### config.mk
export PLATFORM = sky130hd
export DESIGN_NAME = dvp_capture_ctrl
export DESIGN_NICKNAME = d
export VERILOG_FILES = /design/src/rtl/dvp_capture_ctrl.sv
export SDC_FILE = /design/constraint.sdc
export NUM_CORES = 1
export LEC_CHECK = 0
export BUFFER_PORTS_ARGS = -buffer_cell sky130_fd_sc_hd__buf_2
export CELL_PAD_IN_SITES_DETAIL_PLACEMENT = 1
export CELL_PAD_IN_SITES_GLOBAL_PLACEMENT = 2
export CORE_ASPECT_RATIO = 1.5
export CORE_MARGIN = 2
export CORE_UTILIZATION = 37
export DETAILED_ROUTE_END_ITERATION = 10
export GPL_ROUTABILITY_DRIVEN = 0
export GPL_TIMING_DRIVEN = 0
export PLACE_DENSITY = 0.84
export SLEW_MARGIN = 0
export SYNTH_ARGS = -nofsm -noshare
export SYNTH_HDL_FRONTEND = slang
export SYNTH_SLANG_ARGS = --single-unit
### constraint.sdc
create_clock -name PCLK -period 2.2 [get_ports PCLK]
set_input_delay 0.11 -clock PCLK [delete_from_list [all_inputs] [get_ports PCLK]]
set_output_delay 0.11 -clock PCLK [all_outputs]
set_load 0.02 [all_outputs]
### src/rtl/dvp_capture_ctrl.sv
// DVP capture sequencer: skips start-up frames, arms on a frame boundary,
// gates capture per frame and checks each captured frame's geometry.
module dvp_capture_ctrl #(
   parameter int unsigned SKIP_FRAMES = 10,
   parameter int unsigned H_ACTIVE    = 1280,
   parameter int unsigned V_ACTIVE    = 720
) (
   input  logic        PCLK,
   input  logic        Rst_n,
   input  logic        Vsync,
   input  logic        Href,
   input  logic        cap_start,
   input  logic        cap_stop,
   input  logic        cap_mode,
   output logic        cap_en,
   output logic        busy,
   output logic        frame_done,
   output logic        geom_err,
   output logic [15:0] frame_cnt,
   output logic [11:0] last_pix,
   output logic [10:0] last_lines,
   output logic [2:0]  state
);

   typedef enum logic [2:0] {
      IDLE    = 3'd0,
      SKIP    = 3'd1,
      ARM     = 3'd2,
      CAPTURE = 3'd3
   } state_e;

   state_e      state_q, state_d;
   logic        vsync_q, href_q;
   logic        cap_en_q, cap_en_d;
   logic        busy_q, busy_d;
   logic        frame_done_q, frame_done_d;
   logic        geom_err_q, geom_err_d;
   logic [15:0] frame_cnt_q, frame_cnt_d;
   logic [11:0] last_pix_q, last_pix_d;
   logic [10:0] last_lines_q, last_lines_d;
   logic [11:0] pix_cnt_q, pix_cnt_d;
   logic [10:0] line_cnt_q, line_cnt_d;
   logic [7:0]  skip_cnt_q, skip_cnt_d;
   logic        line_err_q, line_err_d;
   logic        stop_pend_q, stop_pend_d;
   logic        mode_q, mode_d;

   logic        vs_rise, vs_fall, line_end, start_ok;
   logic [7:0]  skip_inc;
   logic [10:0] lines_tot;
   logic        line_bad;

   assign vs_rise  = Vsync & ~vsync_q;
   assign vs_fall  = ~Vsync & vsync_q;
   assign line_end = href_q & ~Href;
   assign start_ok = cap_start & ~cap_stop;
   assign skip_inc = skip_cnt_q + 8'd1;
   // A line closing on the frame-ending edge still belongs to this frame.
   assign lines_tot = (line_end && line_cnt_q != '1) ? line_cnt_q + 11'd1 : line_cnt_q;
   assign line_bad  = line_end & (pix_cnt_q != 12'(H_ACTIVE));

   always_ff @(posedge PCLK or negedge Rst_n) begin
      if (!Rst_n) begin
         state_q      <= IDLE;
         vsync_q      <= 1'b0;
         href_q       <= 1'b0;
         cap_en_q     <= 1'b0;
         busy_q       <= 1'b0;
         frame_done_q <= 1'b0;
         geom_err_q   <= 1'b0;
         frame_cnt_q  <= '0;
         last_pix_q   <= '0;
         last_lines_q <= '0;
         pix_cnt_q    <= '0;
         line_cnt_q   <= '0;
         skip_cnt_q   <= '0;
         line_err_q   <= 1'b0;
         stop_pend_q  <= 1'b0;
         mode_q       <= 1'b0;
      end else begin
         state_q      <= state_d;
         vsync_q      <= Vsync;
         href_q       <= Href;
         cap_en_q     <= cap_en_d;
         busy_q       <= busy_d;
         frame_done_q <= frame_done_d;
         geom_err_q   <= geom_err_d;
         frame_cnt_q  <= frame_cnt_d;
         last_pix_q   <= last_pix_d;
         last_lines_q <= last_lines_d;
         pix_cnt_q    <= pix_cnt_d;
         line_cnt_q   <= line_cnt_d;
         skip_cnt_q   <= skip_cnt_d;
         line_err_q   <= line_err_d;
         stop_pend_q  <= stop_pend_d;
         mode_q       <= mode_d;
      end
   end

   always_comb begin
      state_d = state_q;
      case (state_q)
         IDLE:    if (start_ok) state_d = (SKIP_FRAMES == 0) ? ARM : SKIP;
         SKIP: begin
            if (cap_stop)                                       state_d = IDLE;
            else if (vs_rise && skip_inc == 8'(SKIP_FRAMES))    state_d = ARM;
         end
         ARM: begin
            if (cap_stop)     state_d = IDLE;
            else if (vs_fall) state_d = CAPTURE;
         end
         CAPTURE: begin
            // A stop arriving on the frame-ending edge is honoured immediately.
            if (vs_rise) state_d = (mode_q || stop_pend_q || cap_stop) ? IDLE : ARM;
         end
         default: state_d = IDLE;
      endcase
   end

   always_comb begin
      cap_en_d     = cap_en_q;
      busy_d       = (state_d != IDLE);
      frame_done_d = 1'b0;
      geom_err_d   = geom_err_q;
      frame_cnt_d  = frame_cnt_q;
      last_pix_d   = last_pix_q;
      last_lines_d = last_lines_q;
      pix_cnt_d    = pix_cnt_q;
      line_cnt_d   = line_cnt_q;
      skip_cnt_d   = skip_cnt_q;
      line_err_d   = line_err_q;
      stop_pend_d  = stop_pend_q;
      mode_d       = mode_q;
      case (state_q)
         IDLE: begin
            if (start_ok) begin
               mode_d     = cap_mode;
               geom_err_d = 1'b0;
               skip_cnt_d = '0;
            end
         end
         SKIP: begin
            if (!cap_stop && vs_rise) skip_cnt_d = skip_inc;
         end
         ARM: begin
            if (!cap_stop && vs_fall) begin
               cap_en_d   = 1'b1;
               pix_cnt_d  = '0;
               line_cnt_d = '0;
               line_err_d = 1'b0;
            end
         end
         CAPTURE: begin
            if (cap_stop) stop_pend_d = 1'b1;
            if (Href && pix_cnt_q != '1) pix_cnt_d = pix_cnt_q + 12'd1;
            if (line_end) begin
               last_pix_d = pix_cnt_q;
               line_err_d = line_err_q | line_bad;
               line_cnt_d = lines_tot;
               pix_cnt_d  = '0;
            end
            if (vs_rise) begin
               cap_en_d     = 1'b0;
               frame_done_d = 1'b1;
               frame_cnt_d  = frame_cnt_q + 16'd1;
               last_lines_d = lines_tot;
               geom_err_d   = geom_err_q | line_err_q | line_bad |
                              (lines_tot != 11'(V_ACTIVE));
               stop_pend_d  = 1'b0;
            end
         end
         default: ;
      endcase
   end

   assign cap_en     = cap_en_q;
   assign busy       = busy_q;
   assign frame_done = frame_done_q;
   assign geom_err   = geom_err_q;
   assign frame_cnt  = frame_cnt_q;
   assign last_pix   = last_pix_q;
   assign last_lines = last_lines_q;
   assign state      = state_q;

endmodule
==> metrics.md <==
| Metric | Value |
|---|---|
| Htree depth | 3 |
| Synth top area share | 0.489 |
| R2r worst-path depth | 6 |
| Area of the multi-input gates | between 2000 and 2500 µm² |
| Hold Path Cell Cnt | 3 |
| Status | completed |
| I/O Pins | 53 |
| Clock root buffer master | clkbuf_16 |
| Share of cells above drive strength 1 | 0.208 |
| Placed cell areas | 4670 µm² |
| Port buffer count | between 50 and 60 |
| Vias in the first global route | 3606 |
| Clock buffer depth | 2 |
| Ant. Diodes | 0 |
| Post-synth top area cell | dfrtp_1 |
| PwrDens | 646 nW/µm² |
| Vias/cell | 5.36 |
| Initial Utilization | 0.379 |
| Routed Antenna Nets | 0 |
| Post-Synthesis Cell Area | between 4000 and 5000 µm² |
| Chip Height | 134 µm |
| Worst path required time | roughly 2400 ps |
| Sequential fraction of the synthesis area | 0.489 |
| Clk Latency, worst-skew pair | 340 ps |
| Post-synth cell types | 68 |
| Fraction of registers with async set/reset | 1.00 |
| CTS Buf Count | 9 |
| Max Transition Viols Final | 0 |
| Post-DP HPWL | roughly 7800 µm |
| RSZ-0062 raised after global routing | true |
| # DRC | 0 |
| Post-detailed-route wirelength per cell | between 15 and 20 µm |
| Data arrival, critical path | between 2000 and 2500 ps |
| Clock sink count | 82 |
| EDFF count, synth | 0 |
| Total gr overflow | 0 |
| Kind of critical path | reg2reg |
| First-pass GRT wire length | about 18000 µm |
| Final Instance Area | just over 5000 µm² |
| Slew @ Worst Pin | ~620 ps |
| Synth Warn # | 0 |
| Total wire length | 10900 µm |
| P_leak | ~0.0024 µW |
| WHS | 122 ps |
| Clk slew on worst S/H paths | 60 ps |
| Area grow syn2layout | 20.4% |
| DIE AREA | 12200 µm² |
| Relative slew slack | 0.582 |
| Final hold violation count | 0 |
| Synth top area cells | dfrtp_1, nand2_1, o21ai_0 |
| Initial antenna violation count | 0 |
| Setup TNS | 0 ps |
| Final setup violating endpoints | 0 |
| Core ar. | 11100 µm² |
| Syn Area/Cell | around 10 µm² |
| CP max FO | 8 |
| Starting DRC count in detailed routing | 143 |
| CTS tree | done |
| Startpoint types | register |
| Final min period | 2090 ps |
| Top FF cell, synth | dfrtp_1 |
| Largest net degree at the start of global routing | 64 |
| FF+latch count, synth | 82 |
| Row count | 47 |
| Syn_nets | 444 |
| Critical path capture point type | register |
| Layout Skew | 5.55 ps |
| Mapped Cells | around 430 |
| Final net count | around 510 |
| Final worst-path cycle share | 0.950 |
| Horiz. Die Dim | 90.9 µm |
| GRT Resource Usage Total | 0.185 |
| Maximum clock rate | approximately 480 MHz |
| Min-Delay Path Class | in2reg |
| DRT Pass-1 Iters | 4 |
| Total number of vias | 3495 |
| Fillers | 1331 |
| Register Area | 2050 µm² |
| Max-cap viol count | 0 |
| Peak supply drop | around 0.00038 V |
==> state kept, by name, summed over array words and instances, names as in the netlist, 3 cells and up <==
name        cells
frame_cnt      16
last_pix       12
pix_cnt_q      12
last_lines     11
line_cnt_q     11
skip_cnt_q      8
state           3
==> worst paths after layout <==
kind | start | to | slack, ps
hold / removal | cap_stop | stop_pend_q$_DFFE_PN0P_ | 120
setup reg to reg | line_cnt_q[0]$_DFFE_PN0P_ | geom_err$_DFFE_PN0P_ | 110
max in group asynchronous | Rst_n | line_cnt_q[0]$_DFFE_PN0P_ | 1370
setup / recovery | line_cnt_q[0]$_DFFE_PN0P_ | geom_err$_DFFE_PN0P_ | 110
min in group asynchronous | Rst_n | skip_cnt_q[6]$_DFFE_PN0P_ | 200
hold reg to reg | frame_cnt[15]$_DFFE_PN0P_ | frame_cnt[15]$_DFFE_PN0P_ | 470
==> synthesized netlist by cell type, types with 4 or more instances <==
master,number
o211ai_1,4
nor2b_1,9
nand4_1,9
or3_1,4
and3_1,7
o21ai_0,32
and2_1,4
a22o_1,6
nand2_1,77
o21ai_1,6
inv_1,8
nor3_1,5
o31ai_1,5
nor2_1,27
xor2_1,14
a31oi_1,6
buf_2,4
a21oi_1,13
ha_1,6
dfrtp_1,82
xnor2_1,16
nand2b_1,4
nand3_1,13
clkbuf_1,8
==> logic make-up (layout without fill, tap and decap cells) <==
kind of cell | Yosys count | after routing | synth area share
buf+inv | 25 | 99 | 0.0265
simple gates | 186 | 186 | 0.229
flops | 82 | 82 | 0.489
mux | 5 | 5 | 0.0125
fa+ha+maj | 6 | 6 | 0.0179
other cells | 1 | 1 | 0.000894
compound gates | 96 | 96 | 0.162
xor+xnor | 30 | 30 | 0.0626
==> repair_timing <==
item / CTS / global route
hold buffers: 4 / 0
gates resized for setup: 1 / 8
setup buffers: 0 / 1
pin swaps: 1 / 2
hold endpoints to repair: 22 / 0
endpoints found under the setup margin: 2 / 13
gates cloned: 0 / 0
==> through the flow <==
step | worst slack [ps] | utilization | std cells | total power, µW
6_report | 109 | 0.457 | 652 | 3260
5_1_grt | -5.89 | 0.457 | 652 | 3370
3_3_place_gp | 8.16 | 0.420 | 630 | 1650
4_1_cts | 22.9 | 0.455 | 651 | 3300
2_1_floorplan | 220 | - | 431 | 1590
3_5_place_dp | 1.49 | 0.422 | 631 | 1660
==> report_power, final <==
part / total (µW) / leakage [µW] / switching (µW) / internal, µW
registers: 1530 / 0.00112 / 9.95 / 1520
clock network: 1630 / 0.000156 / 612 / 1020
logic: 102 / 0.00112 / 68.2 / 33.7
==> routing by layer <==
layer,global-route usage,vias up,wire length [µm],share of wire
li1,-,1662,-,-
met1,0.216,1735,4510,0.41
met2,0.320,68,5680,0.52
met3,0.0326,30,349,0.032
met4,0.103,0,364,0.033
met5,0,-,0,0
==> critical path, stage by stage, from the launching register on <==
cell,delay [ps]
dfrtp_2,440
ha_2,280
and3_4,240
a41oi_4,140
or3_1,360
a2111oi_2,360
a31oi_1,120
==> cells in the final DEF (no fill, tap or decap), types with 7 or more instances in the layout <==
cell,netlist,routed
xnor2_1,16,16
inv_1,8,8
nand2_1,77,77
nand4_1,9,9
nand3_1,13,13
nor2_1,27,26
clkbuf_1,8,7
a21oi_1,13,13
clkbuf_16,0,9
dfrtp_1,82,81
and3_1,7,7
buf_2,4,55
o21ai_0,32,32
nor2b_1,9,9
xor2_1,14,14
==> cell type report <==
| cell class | instances | area share |
|---|---|---|
| timing repair buffer | 58 | 0.0669 |
| sequential | 82 | 0.406 |
| multi-input combinational | 324 | 0.404 |
| clock buffer | 11 | 0.0481 |
| tap | 147 | 0.0364 |
| inverter | 9 | 0.00669 |
| buffer | 16 | 0.0159 |
| clock inverter | 5 | 0.0154 |
Power figures use the tool's default switching activity.
